## config.mk

```make
export PLATFORM = sky130hd
export DESIGN_NAME = uart_prog_loader
export DESIGN_NICKNAME = d
export VERILOG_FILES = /design/src/rtl/uart_prog_loader.sv
export SDC_FILE = /design/constraint.sdc
export NUM_CORES = 1
export LEC_CHECK = 0
export CORE_MARGIN = 8
export CORE_UTILIZATION = 55
export DETAILED_ROUTE_END_ITERATION = 8
export HOLD_SLACK_MARGIN = 0.05
export PLACE_DENSITY = 0.85
export SLEW_MARGIN = 20
export SYNTH_ARGS = -nofsm -noshare
export SYNTH_HDL_FRONTEND = slang
export SYNTH_SLANG_ARGS = --single-unit
```

## constraint.sdc

```tcl
create_clock -name clk -period 4.4 [get_ports clk]
set_input_delay 0.44 -clock clk [delete_from_list [all_inputs] [get_ports clk]]
set_output_delay 0.44 -clock clk [all_outputs]
set_load 0.01 [all_outputs]
```

## src/rtl/uart_prog_loader.sv

```systemverilog
// uart_prog_loader: turns the UART RX byte stream into instruction-memory
// writes. A frame has a 4-byte little-endian word count N, then N*4 data bytes
// (each word LSB first), then one checksum byte. The checksum is the 8-bit sum
// of the data bytes only. The core is held for the whole frame. The block
// reports either load_done or load_err, each as a one-cycle pulse.
//
// state  | meaning
// -------+---------------------------------------------------------------
// IDLE   | waiting for the first length byte of a frame
// LEN    | collecting length bytes 1..3
// DATA   | collecting data bytes; one memory write per completed word
// CSUM   | waiting for the checksum byte
// ERR    | one-cycle error state; a byte arriving here starts a new frame
module uart_prog_loader #(
   parameter int ADDR_WIDTH     = 12,
   parameter int BASE_ADDR      = 0,
   parameter int MAX_WORDS      = 1024,
   parameter int TIMEOUT_CYCLES = 4_000_000
) (
   input  logic                  clk,
   input  logic                  reset,
   input  logic                  io_data_valid,
   input  logic [7:0]            io_data_packet,
   output logic                  mem_wr_en,
   output logic [ADDR_WIDTH-1:0] mem_wr_addr,
   output logic [31:0]           mem_wr_data,
   output logic                  cpu_hold,
   output logic                  load_done,
   output logic                  load_err,
   output logic                  err_sticky
);

   localparam int TMO_W = (TIMEOUT_CYCLES > 2) ? $clog2(TIMEOUT_CYCLES) : 1;

   typedef enum logic [2:0] {
      S_IDLE,
      S_LEN,
      S_DATA,
      S_CSUM,
      S_ERR
   } state_t;

   state_t           state;
   logic [31:0]      len;
   logic [31:0]      word;
   logic [31:0]      word_idx;
   logic [1:0]       byte_idx;
   logic [7:0]       sum;
   logic [TMO_W-1:0] tmo_cnt;

   logic [31:0]           len_full;
   logic [31:0]           word_full;
   logic [ADDR_WIDTH-1:0] wr_addr_next;
   logic                  in_frame;
   logic                  tmo_expire;

   // Bytes are shifted in from the top, so after four bytes the first one sits
   // in [7:0]. These give the completed value in the cycle of the final byte.
   assign len_full     = {io_data_packet, len[31:8]};
   assign word_full    = {io_data_packet, word[31:8]};
   assign wr_addr_next = ADDR_WIDTH'(BASE_ADDR) + ADDR_WIDTH'({word_idx, 2'b00});

   // Timeout: the counter reads c-1 in the c-th silent cycle. An expiry decided
   // at count TIMEOUT_CYCLES-2 therefore puts load_err exactly TIMEOUT_CYCLES
   // cycles after the last byte. A byte in that same cycle suppresses the expiry.
   assign in_frame   = (state == S_LEN) || (state == S_DATA) || (state == S_CSUM);
   assign tmo_expire = in_frame && !io_data_valid &&
                       (tmo_cnt == TMO_W'(TIMEOUT_CYCLES - 2));

   // Frame decoder, datapath accumulators and all registered outputs.
   always_ff @(posedge clk) begin
      if (reset) begin
         state       <= S_IDLE;
         len         <= '0;
         word        <= '0;
         word_idx    <= '0;
         byte_idx    <= '0;
         sum         <= '0;
         tmo_cnt     <= '0;
         mem_wr_en   <= 1'b0;
         mem_wr_addr <= '0;
         mem_wr_data <= '0;
         cpu_hold    <= 1'b0;
         load_done   <= 1'b0;
         load_err    <= 1'b0;
         err_sticky  <= 1'b0;
      end else begin
         mem_wr_en <= 1'b0;
         load_done <= 1'b0;
         load_err  <= 1'b0;

         if (!in_frame || io_data_valid) begin
            tmo_cnt <= '0;
         end else begin
            tmo_cnt <= tmo_cnt + TMO_W'(1);
         end

         case (state)
            S_IDLE, S_ERR: begin
               if (io_data_valid) begin
                  len        <= {io_data_packet, 24'h0};
                  byte_idx   <= 2'd1;
                  cpu_hold   <= 1'b1;
                  err_sticky <= 1'b0;
                  sum        <= '0;
                  state      <= S_LEN;
               end else begin
                  state <= S_IDLE;
               end
            end

            S_LEN: begin
               if (io_data_valid) begin
                  len      <= len_full;
                  byte_idx <= byte_idx + 2'd1;
                  if (byte_idx == 2'd3) begin
                     if (len_full == 32'd0) begin
                        state <= S_CSUM;
                     end else if (len_full > 32'(MAX_WORDS)) begin
                        load_err   <= 1'b1;
                        err_sticky <= 1'b1;
                        cpu_hold   <= 1'b0;
                        state      <= S_ERR;
                     end else begin
                        word_idx <= '0;
                        byte_idx <= 2'd0;
                        state    <= S_DATA;
                     end
                  end
               end else if (tmo_expire) begin
                  load_err   <= 1'b1;
                  err_sticky <= 1'b1;
                  cpu_hold   <= 1'b0;
                  state      <= S_ERR;
               end
            end

            S_DATA: begin
               if (io_data_valid) begin
                  word     <= word_full;
                  sum      <= sum + io_data_packet;
                  byte_idx <= byte_idx + 2'd1;
                  if (byte_idx == 2'd3) begin
                     mem_wr_en   <= 1'b1;
                     mem_wr_addr <= wr_addr_next;
                     mem_wr_data <= word_full;
                     word_idx    <= word_idx + 32'd1;
                     if (word_idx == len - 32'd1) begin
                        state <= S_CSUM;
                     end
                  end
               end else if (tmo_expire) begin
                  load_err   <= 1'b1;
                  err_sticky <= 1'b1;
                  cpu_hold   <= 1'b0;
                  state      <= S_ERR;
               end
            end

            S_CSUM: begin
               if (io_data_valid) begin
                  cpu_hold <= 1'b0;
                  if (io_data_packet == sum) begin
                     load_done <= 1'b1;
                     state     <= S_IDLE;
                  end else begin
                     load_err   <= 1'b1;
                     err_sticky <= 1'b1;
                     state      <= S_ERR;
                  end
               end else if (tmo_expire) begin
                  load_err   <= 1'b1;
                  err_sticky <= 1'b1;
                  cpu_hold   <= 1'b0;
                  state      <= S_ERR;
               end
            end

            default: begin
               state <= S_IDLE;
            end
         endcase
      end
   end

endmodule

```

==> results of run 1 <==
cells by family (layout without fill, tap and decap cells):
kind of cell | after synthesis | after routing | share of synthesized area, %
other | 1 | 2 | 0.0462
DFF | 170 | 170 | 42.0
buffers and inverters | 90 | 112 | 4.61
and+or+nand+nor | 450 | 450 | 25.9
AOI/OAI and AO/OA | 201 | 201 | 15.2
adders and majority gates | 14 | 14 | 2.22
muxes | 2 | 2 | 0.262
xor gates and xnor gates | 91 | 91 | 9.83
placed cells by master (no fill, tap or decap), types with 6 or more instances in the layout:
cell               n
nand4_1           24
buf_4              8
and3_1             8
clkbuf_16         17
dfxtp_1          170
nor2_1           107
xnor2_1           38
and4_1             6
nand2_1          181
or3_1             15
o21ai_0           23
clkdlybuf4s50_1   56
xor2_1            53
o211ai_1           7
a21oi_1          102
or4_1              8
nor3_1            25
a21o_1             7
ha_1              12
nor4_1            13
nand3_1           32
inv_1             16
a22oi_1           32
nor2b_1            6
stage by stage:
step	hold slack, ns	instance area (um^2)	instances	power (mW)	setup slack, ns
2_1_floorplan	0.432	8110	1020	1.74	1.57
3_3_place_gp	0.442	8670	1194	1.79	1.14
3_5_place_dp	0.447	8670	1194	1.79	1.04
4_1_cts	0.422	9270	1226	3.27	1.12
5_1_grt	0.429	9270	1226	3.35	0.872
6_report	0.428	9270	1226	3.24	1.07
worst max-delay path, cell delays in order, from the launching register on:
cell and delay (ns):
dfxtp_1 0.41, or4_1 0.70, o31a_1 0.40, nor4_4 0.46
o2111ai_4 0.23, nor2_2 0.50, nand4_1 0.21, xor2_1 0.20
nor2_1 0.06
final cells by class:
type	instances	area share, %
sequential	170	36.7
clock buffer	17	4.59
multi-input combinational	760	47.0
tap	184	2.48
inverter	16	0.648
timing repair buffer	64	6.70
clock inverter	15	1.88
sequential cells by signal (all words and copies together), names as in the netlist, 2 cells and up:
register and flops:
mem_wr_data 32, tmo_cnt 22, len 32, byte_idx 2, word_idx 32, sum 8, mem_wr_addr 10, word 24
state 3
power by group:
group	total [mW]	internal (mW)	switching, mW
sequential	1.58	1.55	0.0246
combinational	0.185	0.0664	0.119
clock	1.48	0.765	0.718
total	3.24	2.38	0.861
how the worst max path moves through the flow:
stage,startpoint,to,slack [ns]
6_report,len[8]$_SDFFE_PP0P_,word_idx[24]$_SDFFE_PP0P_,1.07
5_1_grt,len[19]$_SDFFE_PP0P_,word_idx[24]$_SDFFE_PP0P_,0.87
4_1_cts,len[8]$_SDFFE_PP0P_,word_idx[24]$_SDFFE_PP0P_,1.12
3_5_place_dp,io_data_valid,word_idx[13]$_SDFFE_PP0P_,1.04
3_3_place_gp,io_data_packet[0],word_idx[13]$_SDFFE_PP0P_,1.14
2_1_floorplan,len[0]$_SDFFE_PP0P_,state[0]$_SDFFE_PP0P_,1.57
metal layers:
metal  GRT usage, %  vias up  part of all wire, %
met4           8.15        0                  2.4
met5              0        -                    0
met3           4.56       44                  5.0
li1               -     3527                    -
met2           34.6      217                   49
met1           26.1     3468                   44
==> impl_metrics.toml, run 1 <==
[die]
ioPinCount = 60
core_area_um2 = 14500
die-area_um2 = 18900
start_util_pct = 56.0
row_count = 44
die_y_um = 137
die_w_um = 137

[sta]
fin_crit_sh_pct = 75.6
tightest_slew_ns = 1.05
fin_setup_tns_ns = 0
period_needed_ns = 3.33
setup_viol_count_final = 0
fmax_ghz = 0.300
skew_ns = 0.0106
final_max_slew_viol_count = 0
rsz0062_at_grt = "false"
hold_viol = 0
slew_headroom_pct = 30.0

[cells_and_area]
final_util_pct = 64.0
antennaDiodeCount = 0
drive_gt1_share_pct = 5.09
seqCellArea_um2 = 3400
fillers = 1197
area_delta_synth_final_pct = 14.2
multi_input_comb_area_um2 = 4350
final_nets = 1053

[global_routing]
grt-ovfl-total = 0
track_usage_pct = 21.0
grt_pass1_wl_um = 32200
antenna_found_initial = 0
grt_pass1_vias = 6748
grt_max_degree = 79

[cts]
post_cts_resized = 0
post_cts_buffers = 0
clk_latency_ns = 0.44
cts_tree = "done"
clockRootBuffer = "clkbuf_16"
clk_pin_slew_worst_paths_ns = 0.07
h-tree-depth = 4
holdBufCountCts = 0
clk_path_buf_depth = 2
cts_sinks = 170
numCtsBuffers = 17

[flow_run]
cap_viol_max_count = 0

[yosys]
yosys_register_bits = 170
synth_common_cells = "181 x nand2_1, 170 x dfxtp_1, 107 x nor2_1, 102 x a21oi_1, 64 x clkbuf_1"
avgSynthCellArea_um2 = 7.96
synthTopCellsByArea = "dfxtp_1 42%, nand2_1 8.4%, a21oi_1 6.3%"
yosys.area.top_type = "dfxtp_1"
yosys.area.top_type_share_pct = 42.0
yosysSeqAreaShare_pct = 42.0
synthDistinctLibCells = 65
yosysWarningCount = 0
netlist_instances = 1019
synthArstFlopShare_pct = 0
synth-main-ff-cell = "dfxtp_1"
synth_edf_count = 0
synth_area_um2 = 8110
yosysMostFrequentCell = "nand2_1"

[power]
ir_drop_uv = 342
p_leak_nw = 3.28
power-per-cell-area_nw_per_um2 = 350

[setup_path]
r2r-end = "word_idx[24]$_SDFFE_PP0P_"
ff2ff_setup_slack_ns = 1.07
rr_startpoint = "len[8]$_SDFFE_PP0P_"
worstRegToRegCells = 8
end_kind = "flip-flop"
worst-path-max-fanout = 11
startpoint_type = "flip-flop"
worst-setup-path-type = "reg -> reg"
worstPathRequired_ns = 4.69
arrival_ns = 3.62

[place]
hpwlAfterDp_um = 13100
io_buffers = 57
routabilityCongestion = 0.887

[detailed_routing]
route.vias.total = 7256
routedWlPerCell_um = 15.9
drt_first_iter_violations = 685
via_per_inst = 5.92
drc = 0
drt_wl_total_um = 19400
drtAntennaViolNets = 0
dr.pass1.iters = 5

[status]
status = "finished clean"

[min_path]
hold_depth = 2
min_path_type = "in -> reg"
hold_start = "reset"
whs_endpoint = "len[23]$_SDFFE_PP0P_"
Note: power is estimated with default switching activity, not from simulation.
==> run 2: changes to the inputs <==
--- a/config.mk
+++ b/config.mk
@@ -6,7 +6,7 @@
 export NUM_CORES = 1
 export LEC_CHECK = 0
 export CORE_MARGIN = 8
-export CORE_UTILIZATION = 55
+export CORE_UTILIZATION = 53
 export DETAILED_ROUTE_END_ITERATION = 8
 export HOLD_SLACK_MARGIN = 0.05
 export PLACE_DENSITY = 0.85
==> constraint.sdc (replaced) <==
create_clock -name clk -period 3 [get_ports clk]
set_input_delay 0.3 -clock clk [delete_from_list [all_inputs] [get_ports clk]]
set_output_delay 0.3 -clock clk [all_outputs]
set_load 0.01 [all_outputs]
==> impl_metrics.toml, run 2 (synthesis gave the netlist of run 1 again) <==
[status]
status = "finished clean"

[die]
start_util_pct = 53.7
die_w_um = 140
core_area_um2 = 15100
die-area_um2 = 19500
ioPinCount = 60
row_count = 45
die_y_um = 140

[min_path]
hold_depth = 2
min_path_type = "in -> reg"

[global_routing]
antenna_found_initial = 0
grt_max_degree = 75
track_usage_pct = 21.1
grt_pass1_wl_um = 34100
grt_pass1_vias = 6926
grt-ovfl-total = 0

[sta]
rsz0062_at_grt = "false"
period_needed_ns = 2.86
hold_viol = 0
fin_setup_tns_ns = 0
final_max_slew_viol_count = 0
skew_ns = 0.0101
slew_headroom_pct = 49.5
setup_slack_ns = 0.139
setup_viol_count_final = 0
fin_crit_sh_pct = 95.4
tightest_slew_ns = 0.757
fmax_ghz = 0.350

[cts]
clk_pin_slew_worst_paths_ns = 0.07
cts_sinks = 170
h-tree-depth = 4
clockRootBuffer = "clkbuf_16"
clk_latency_ns = 0.44
numCtsBuffers = 17
cts_tree = "done"
clk_path_buf_depth = 2

[setup_path]
path_depth = 11
arrival_ns = 3.24
cp_slowest_cell = "or4b_2"
end_kind = "flip-flop"
worstPathRequired_ns = 3.38
startpoint_type = "flip-flop"
crit_path_cell_trace = "inv_1, ha_1, or4b_2, nor4_1, buf_4, nand4_1, xnor2_1, a21oi_1, nand4_1, nor4_2, o21a_1"
worstRegToRegCells = 11
worst-setup-path-type = "reg -> reg"
cp.buffers_inverters = 2
cpMostUsedCell = "nand4_1"
max_stage_delay_ns = 0.67
crit_family = "simple AND/OR/NAND/NOR gates"
worst-path-max-fanout = 8

[cells_and_area]
final_cell_mix = "181 x nand2_1, 170 x dfxtp_1, 107 x nor2_1, 102 x a21oi_1, 56 x clkdlybuf4s50_1"
final_util_pct = 63.6
multi_input_comb_area_um2 = 4370
stdcell_area_um2 = 9600
final_nets = 1092
area_delta_synth_final_pct = 18.4
layout_commonest_cell = "nand2_1"
antennaDiodeCount = 0
drive_gt1_share_pct = 8.79
seqCellArea_um2 = 3400
fillers = 1230
top_regs = "len (32), mem_wr_data (32), word_idx (32)"

[power]
power-per-cell-area_nw_per_um2 = 508
p_leak_nw = 3.49
ir_drop_uv = 448

[place]
place_ws_ns = 0.113
placed_cell_area_um2 = 8960
io_buffers = 57
hpwlAfterDp_um = 14000
routabilityCongestion = 0.930

[detailed_routing]
drt_first_iter_violations = 602
route.vias.total = 7393
drc = 0
drt_wl_total_um = 20600
dr.pass1.iters = 5
routedWlPerCell_um = 16.2
via_per_inst = 5.83
drtAntennaViolNets = 0

[flow_run]
cap_viol_max_count = 0
run 2: what timing repair did:
action,4_1_cts,5_1_grt
setup buffers,0,0
endpoints found under the setup margin,0,1
gates resized for setup,0,3
hold buffers,0,0
run 2: power by group:
group          internal (mW)  switching (mW)  total [mW]
clock                   1.20            1.06        2.26
combinational          0.119           0.197       0.315
sequential              2.28          0.0256        2.30
total                   3.60            1.28        4.88
run 2: worst register-to-register path, delay by kind of cell (launching register included):
kind	cells	cell delay (ns)
simple gates	5	1.39
fa+ha+maj	1	0.22
xor+xnor	1	0.19
buf+inv	2	0.26
compound gates	2	0.35
flops	1	0.39
run 2: final timing paths:
kind,startpoint,slack [ns],end
worst min-delay path,reset,0.30,len[23]$_SDFFE_PP0P_
worst max register to register,len[0]$_SDFFE_PP0P_,0.14,state[0]$_SDFFE_PP0P_
worst min register to register,word[13]$_SDFFE_PP0P_,0.46,mem_wr_data[5]$_SDFFE_PP0P_
worst max-delay path,len[0]$_SDFFE_PP0P_,0.14,state[0]$_SDFFE_PP0P_
run 2: metal layers:
metal  wire, um  GRT usage, %
met4        383          7.83
met3       1250          5.03
met2      10100          35.2
met5          0             0
met1       8870          26.0
run 2: cell type report:
class | count | share of cell area (%)
clock buffers | 17 | 4.43
flip-flops and latches | 170 | 35.4
well taps | 188 | 2.45
repair buffers | 103 | 9.51
clock inverters | 15 | 2.03
inverters | 16 | 0.626
multi-input cells | 760 | 45.5
run 2: per-stage QoR:
step	hold WS, ns	std cells	total power, mW
final	0.299	1269	4.88
after global placement	0.443	1237	2.66
after floorplan	0.432	1020	2.55
after CTS	0.297	1269	4.90
after detailed placement	0.446	1237	2.66
after global routing	0.309	1269	5.04
